**src/rtl/reg_file32_pkg.sv**
```systemverilog
// Shared definitions for the single-cycle datapath register file and its neighbours.
// Holds the default widths, the hardwired-zero register index, the clear-sequencer
// state encoding and the ALU32 control codes so every block and bench agrees on them.
package reg_file32_pkg;

  localparam int unsigned DataWDefault = 32;
  localparam int unsigned AddrWDefault = 5;

  // Index of the register that always reads zero.
  localparam int unsigned RegZero = 0;

  typedef enum logic {
    StClear = 1'b0,
    StRun   = 1'b1
  } rf_state_e;

  typedef enum logic [2:0] {
    AluAnd = 3'd0,
    AluOr  = 3'd1,
    AluAdd = 3'd2,
    AluSub = 3'd6,
    AluSlt = 3'd7
  } alu_ctl_e;

endpackage

```
**src/rtl/reg_clear_seq.sv**
```systemverilog
// Post-reset clear sequencer for reg_file32.
// After reset it walks clr_addr_o from 0 to NREG-1, one entry per cycle, asking the
// register file to zero each entry; then it enters RUN and raises ready_o.
// Ports:
//   clk_i       rising-edge clock
//   reset_i     synchronous active-high reset; restarts the sweep from entry 0
//   clr_we_o    1 = zero the entry at clr_addr_o on this edge
//   clr_addr_o  entry being cleared
//   ready_o     1 = sweep finished, register file usable
module reg_clear_seq
  import reg_file32_pkg::*;
#(
  parameter int unsigned ADDR_W = AddrWDefault
) (
  input  logic              clk_i,
  input  logic              reset_i,
  output logic              clr_we_o,
  output logic [ADDR_W-1:0] clr_addr_o,
  output logic              ready_o
);

  localparam logic [ADDR_W-1:0] LastIdx = '1;

  rf_state_e         state_q, state_d;
  logic [ADDR_W-1:0] clr_cnt_q, clr_cnt_d;

  // State register.
  always_ff @(posedge clk_i) begin
    if (reset_i) begin
      state_q   <= StClear;
      clr_cnt_q <= '0;
    end else begin
      state_q   <= state_d;
      clr_cnt_q <= clr_cnt_d;
    end
  end

  // Next state: the counter wraps back to 0 as the sweep ends and then stays idle.
  always_comb begin
    state_d   = state_q;
    clr_cnt_d = clr_cnt_q;
    unique case (state_q)
      StClear: begin
        clr_cnt_d = clr_cnt_q + 1'b1;
        if (clr_cnt_q == LastIdx) begin
          state_d = StRun;
        end
      end
      StRun: begin
        clr_cnt_d = clr_cnt_q;
      end
      default: begin
        state_d = StClear;
      end
    endcase
  end

  // Outputs: no clearing while reset is held, so the sweep starts on the first low edge.
  always_comb begin
    clr_we_o   = (state_q == StClear) && !reset_i;
    clr_addr_o = clr_cnt_q;
    ready_o    = (state_q == StRun);
  end

endmodule

```
**src/rtl/reg_file32.sv**
```systemverilog
// Integer register file of the single-cycle datapath, feeding ALU32 operands a/b.
// Register 0 reads as zero. After reset every entry is zeroed one per cycle; ready_o
// stays low (and both read ports return 0) until that sweep is finished.
// Optional feature: define REGFILE_BYPASS_EN to forward a same-cycle core write to a
// matching read port (write-through); without it a same-cycle read sees the old value.
// Ports:
//   clk_i          rising-edge clock
//   reset_i        synchronous active-high reset
//   reg_write_i    write enable from main control
//   read_reg1_i    rs index
//   read_reg2_i    rt index
//   write_reg_i    destination index
//   write_data_i   write value (ALU result / load data)
//   read_data1_o   operand A to ALU32
//   read_data2_o   operand B to ALU32 (before the ALUSrc mux)
//   ready_o        1 = clear sweep finished
module reg_file32
  import reg_file32_pkg::*;
#(
  parameter int unsigned DATA_W = DataWDefault,
  parameter int unsigned ADDR_W = AddrWDefault
) (
  input  logic              clk_i,
  input  logic              reset_i,
  input  logic              reg_write_i,
  input  logic [ADDR_W-1:0] read_reg1_i,
  input  logic [ADDR_W-1:0] read_reg2_i,
  input  logic [ADDR_W-1:0] write_reg_i,
  input  logic [DATA_W-1:0] write_data_i,
  output logic [DATA_W-1:0] read_data1_o,
  output logic [DATA_W-1:0] read_data2_o,
  output logic              ready_o
);

  localparam int unsigned       NReg    = 2 ** ADDR_W;
  localparam logic [ADDR_W-1:0] ZeroIdx = ADDR_W'(RegZero);

  logic [DATA_W-1:0] mem_q [NReg];

  logic              clr_we;
  logic [ADDR_W-1:0] clr_addr;
  logic              ready;
  logic              core_we;

  reg_clear_seq #(
    .ADDR_W(ADDR_W)
  ) u_clear_seq (
    .clk_i     (clk_i),
    .reset_i   (reset_i),
    .clr_we_o  (clr_we),
    .clr_addr_o(clr_addr),
    .ready_o   (ready)
  );

  // Core writes only land in RUN and never touch the hardwired-zero entry.
  assign core_we = ready && !reset_i && reg_write_i && (write_reg_i != ZeroIdx);

  always_ff @(posedge clk_i) begin
    if (clr_we) begin
      mem_q[clr_addr] <= '0;
    end else if (core_we) begin
      mem_q[write_reg_i] <= write_data_i;
    end
  end

  always_comb begin
    read_data1_o = '0;
    if (ready && (read_reg1_i != ZeroIdx)) begin
      read_data1_o = mem_q[read_reg1_i];
`ifdef REGFILE_BYPASS_EN
      if (core_we && (write_reg_i == read_reg1_i)) begin
        read_data1_o = write_data_i;
      end
`endif
    end
  end

  always_comb begin
    read_data2_o = '0;
    if (ready && (read_reg2_i != ZeroIdx)) begin
      read_data2_o = mem_q[read_reg2_i];
`ifdef REGFILE_BYPASS_EN
      if (core_we && (write_reg_i == read_reg2_i)) begin
        read_data2_o = write_data_i;
      end
`endif
    end
  end

  assign ready_o = ready;

endmodule
```
**config.mk**
```make
export PLATFORM = sky130hd
export DESIGN_NAME = reg_file32
export DESIGN_NICKNAME = d
export VERILOG_FILES = /design/src/rtl/reg_file32_pkg.sv /design/src/rtl/reg_clear_seq.sv /design/src/rtl/reg_file32.sv
export SDC_FILE = /design/constraint.sdc
export NUM_CORES = 1
export LEC_CHECK = 0
export CAP_MARGIN = 10
export CORE_UTILIZATION = 50
export CTS_CLUSTER_SIZE = 25
export DETAILED_ROUTE_END_ITERATION = 10
export PLACE_DENSITY_LB_ADDON = 0.05
export SYNTH_ARGS = -nofsm -noshare
export SYNTH_HDL_FRONTEND = slang
export SYNTH_SLANG_ARGS = --single-unit
```
**constraint.sdc**
```tcl
create_clock -name clk_i -period 13.5 [get_ports clk_i]
set_input_delay 2.7 -clock clk_i [delete_from_list [all_inputs] [get_ports clk_i]]
set_output_delay 2.7 -clock clk_i [all_outputs]
set_load 0.1 [all_outputs]
```
==> out/qor.csv <==
stage;metric;value;unit
min_path;hold_end;u_clear_seq.clr_addr_o[1]$_SDFFE_PP0N_;
cts;cts.sinks;1030;
sta;worst_slew_pin_slew;1.342;ns
global_route;antenna_found_initial;4;
floorplanning;die_h;313.0;um
yosys;yosysMostFrequentCell;edfxtp_1;
yosys;synth.largest_area_cell;edfxtp_1;
yosys;syn_area;48370;um^2
sta;skew;0.01869;ns
place;placed_cells;3870;
yosys;synth_simple_gate_area_share;2.739;%
yosys;synth_top_family_by_area;multiplexers;
critical_path;rr_worst_depth;8;
critical_path;r2r_slack;9.77;ns
route;drtIter0Drc;3329;
cts;cts_resized;0;
critical_path;path_class;primary input to output port;
sta;fin_crit;10.09;ns
cts;clkLatencyLatePin;0.70;ns
yosys;async_reset_ff_share;0;%
floorplanning;die_area;97980;um^2
yosys;ys_seq_area_share;63.82;%
floorplanning;num_rows;113;
layout;fin_cells;4077;
layout;fillers;7175;
critical_path;timing.rr.end;mem_q[0][6]$_DFFE_PP_;
critical_path;cp.arrival;7.39;ns
route;dr_total_vias;28440;
critical_path;startpoint_type;primary input;
sta;fmax;99.10;MHz
run_status;outcome;finished, final reports clean;
global_route;grt_first_pass_wirelength;217900;um
cts;worst_setup_hold_path_clk_slew;0.07;ns
sta;setup_viol;0;
sta;hold_slack;0.5896;ns
floorplanning;start_util;50.68;%
sta;period_share;74.75;%
min_path;hold_path.class;register to register;
global_route;first_global_vias;28800;
yosys;syn_nets;2661;
cts;cts_hold_buffers;0;
critical_path;cp_max_fo;70;
layout;area_delta_synth_final;13.16;%
cts;cts_buffers;109;
route;routed_wl;153500;um
sta;relSlewSlack;9.986;%
place;port_buffers;114;
cts;cts_setup_buffers;0;
critical_path;endpoint_kind;output port;
flow_run;maxCapViolCount;0;
cts;root_buffer;clkbuf_16;
min_path;min-delay-start;u_clear_seq.clr_addr_o[1]$_SDFFE_PP0N_;
layout;drive_gt1_share;27.08;%
floorplanning;dieWidth;313.0;um
power_and_ir_drop;powerDensity;127.8;nW/um^2
cts;ctsHtreeMaxLevel;3;
yosys;synth.top_cell.area_share;63.57;%
yosys;synth_flop_cell;edfxtp_1;
power_and_ir_drop;max-vdd-ir-drop;0.0001053;V
route;drc;0;
floorplanning;core_area;95440;um^2
yosys;netlist_top_cells_count;edfxtp_1 (1024), mux2i_1 (370), mux4_2 (368);
sta;rsz0062_at_grt;false;
route;detail-route-antenna-nets;0;
sta;drv_slew;0;
critical_path;crit_required;10.80;ns
yosys;synth-seq-cells;1030;
critical_path;rr_startpoint;u_clear_seq.ready_o$_SDFF_PP0_;
route;wire_per_inst;37.65;um
layout;nNetsFinal;2768;
power_and_ir_drop;p_leak;16.18;nW
sta;setup-tns-final;0;ns
yosys;syn_area_per_cell;18.54;um^2
global_route;grt_max_degree;104;
yosys;synth_area_leaders;edfxtp_1 (64%), mux4_2 (17%), mux2i_1 (7.7%), o221ai_1 (1.5%), mux2_2 (1.3%);
yosys;synth_xor_area_share;0.05432;%
place;place_hpwl;90620;um
cts;clockBufferDepth;3;
yosys;yosysUniqueCellTypes;54;
global_route;grt_usage;31.67;%
yosys;synth_warnings;0;
yosys;synthMuxAreaShare;26.10;%
yosys;synthAdderAreaFrac;0.05174;%
yosys;synth_cells;2609;
global_route;grt_remaining_overflow;0;
yosys;synth_edf_count;1024;
floorplanning;io-pin-count;115;
route;vias_per_cell;6.976;
layout;stdcell_area;54740;um^2
min_path;min_path_cells;2;
layout;final_util;57.35;%
place;gp_congestion;0.8611;
yosys;synth_compound_area_share;5.099;%
route;drt_pass1_iterations;5;
cts;cts_tree;yes;
place;placed_area;51060;um^2
sta;finalHoldViolCount;0;
[cells in the final DEF (no fill, tap or decap), types with 4 or more instances in the layout]
cell             Yosys  final
edfxtp_1          1024   1024
mux2i_1            370    370
mux4_2             368    368
clkbuf_16            0    111
clkdlybuf4s50_1      0    106
buf_4               19     92
o221ai_1            84     84
nand2_1             82     82
a21oi_1             58     58
nand3_1             58     57
mux2_2              56     56
and2_1              35     34
a2bb2oi_1           32     32
a211oi_1            32     32
a22oi_1             27     27
a221oi_2            25     25
clkbuf_1            96     25
o22a_1              20     20
clkinv_1             0     19
clkinv_2             0     17
bufinv_16            0     16
nor3_2               0     15
nand4_1             12     12
nor2_1              23     11
nor2_4               0      9
a221oi_1             7      7
inv_6                0      7
inv_1                7      6
buf_8                0      6
dfxtp_1              6      6
nor2b_4              0      5
clkinvlp_4           0      5
nand3b_1             4      4
nor3_1              19      4
nor4_2               0      4
[flip-flops by register name (all words and copies together), names as in the netlist]
signal / cells
u_clear_seq.clr_addr_o: 5
mem_q: 1024
u_clear_seq.ready_o: 1
[logic make-up after synthesis]
logic type | count (synthesis)
buffers and inverters | 217
multiplexers | 794
adder cells (fa/ha/maj) | 2
AND/OR/NAND/NOR | 264
AO/OA/AOI/OAI | 299
XOR/XNOR | 3
flip-flops | 1030
[worst max path at each step]
| stage | start | end | slack (ns) | cells after the start |
|---|---|---|---|---|
| global placement | read_reg1_i[2] | read_data1_o[0] | 3.59 | 7 |
| CTS | read_reg1_i[2] | read_data1_o[2] | 3.58 | 8 |
| finish | read_reg1_i[2] | read_data1_o[0] | 3.41 | 7 |
| detailed placement | read_reg1_i[2] | read_data1_o[2] | 3.57 | 8 |
| floorplan | read_reg1_i[1] | read_data1_o[19] | 4.67 | 8 |
| global route | read_reg1_i[2] | read_data1_o[0] | 3.47 | 7 |
[critical path, stage by stage]
cell and delay, ns:
buf_8 0.39, buf_4 0.91, mux4_2 0.38, a2bb2oi_1 0.16, nand3_1 0.18, a211oi_1 1.19, clkdlybuf4s50_1 1.33
[metal layers]
| layer | share of wire (%) | global-route usage, % | vias up |
|---|---|---|---|
| met5 | 0 | 0 | - |
| met4 | 3.4 | 10.00 | 0 |
| li1 | - | - | 11350 |
| met2 | 49 | 50.98 | 1540 |
| met3 | 9.0 | 6.729 | 275 |
| met1 | 39 | 43.44 | 15280 |
[cell type report]
cell class / count / area [um^2] / share of cell area [%]
clock inverters: 66 / 753.2 / 1.376
repair buffers: 206 / 1867 / 3.411
inverters: 7 / 26.28 / 0.04800
flip-flops and latches: 1030 / 30870 / 56.40
multi-input cells: 1362 / 16720 / 30.54
diodes: 2 / 5.005 / 0.009144
well taps: 1265 / 1583 / 2.892
clock buffers: 139 / 2913 / 5.322
[metrics by stage]
stage                     power, mW  worst slack, ns
after floorplan               3.839            4.666
after global placement        3.972            3.587
after detailed placement      3.975            3.571
after CTS                     7.028            3.579
after global routing          7.167            3.474
final                         6.997            3.409
[report_power, final]
part           switching (mW)  leakage [nW]  internal [mW]
sequential             0.0107          7.98           3.49
combinational           0.245          6.42          0.166
clock                    1.26          1.78           1.83
total                    1.51          16.2           5.48
No activity file was read; power rests on OpenSTA's default activity.
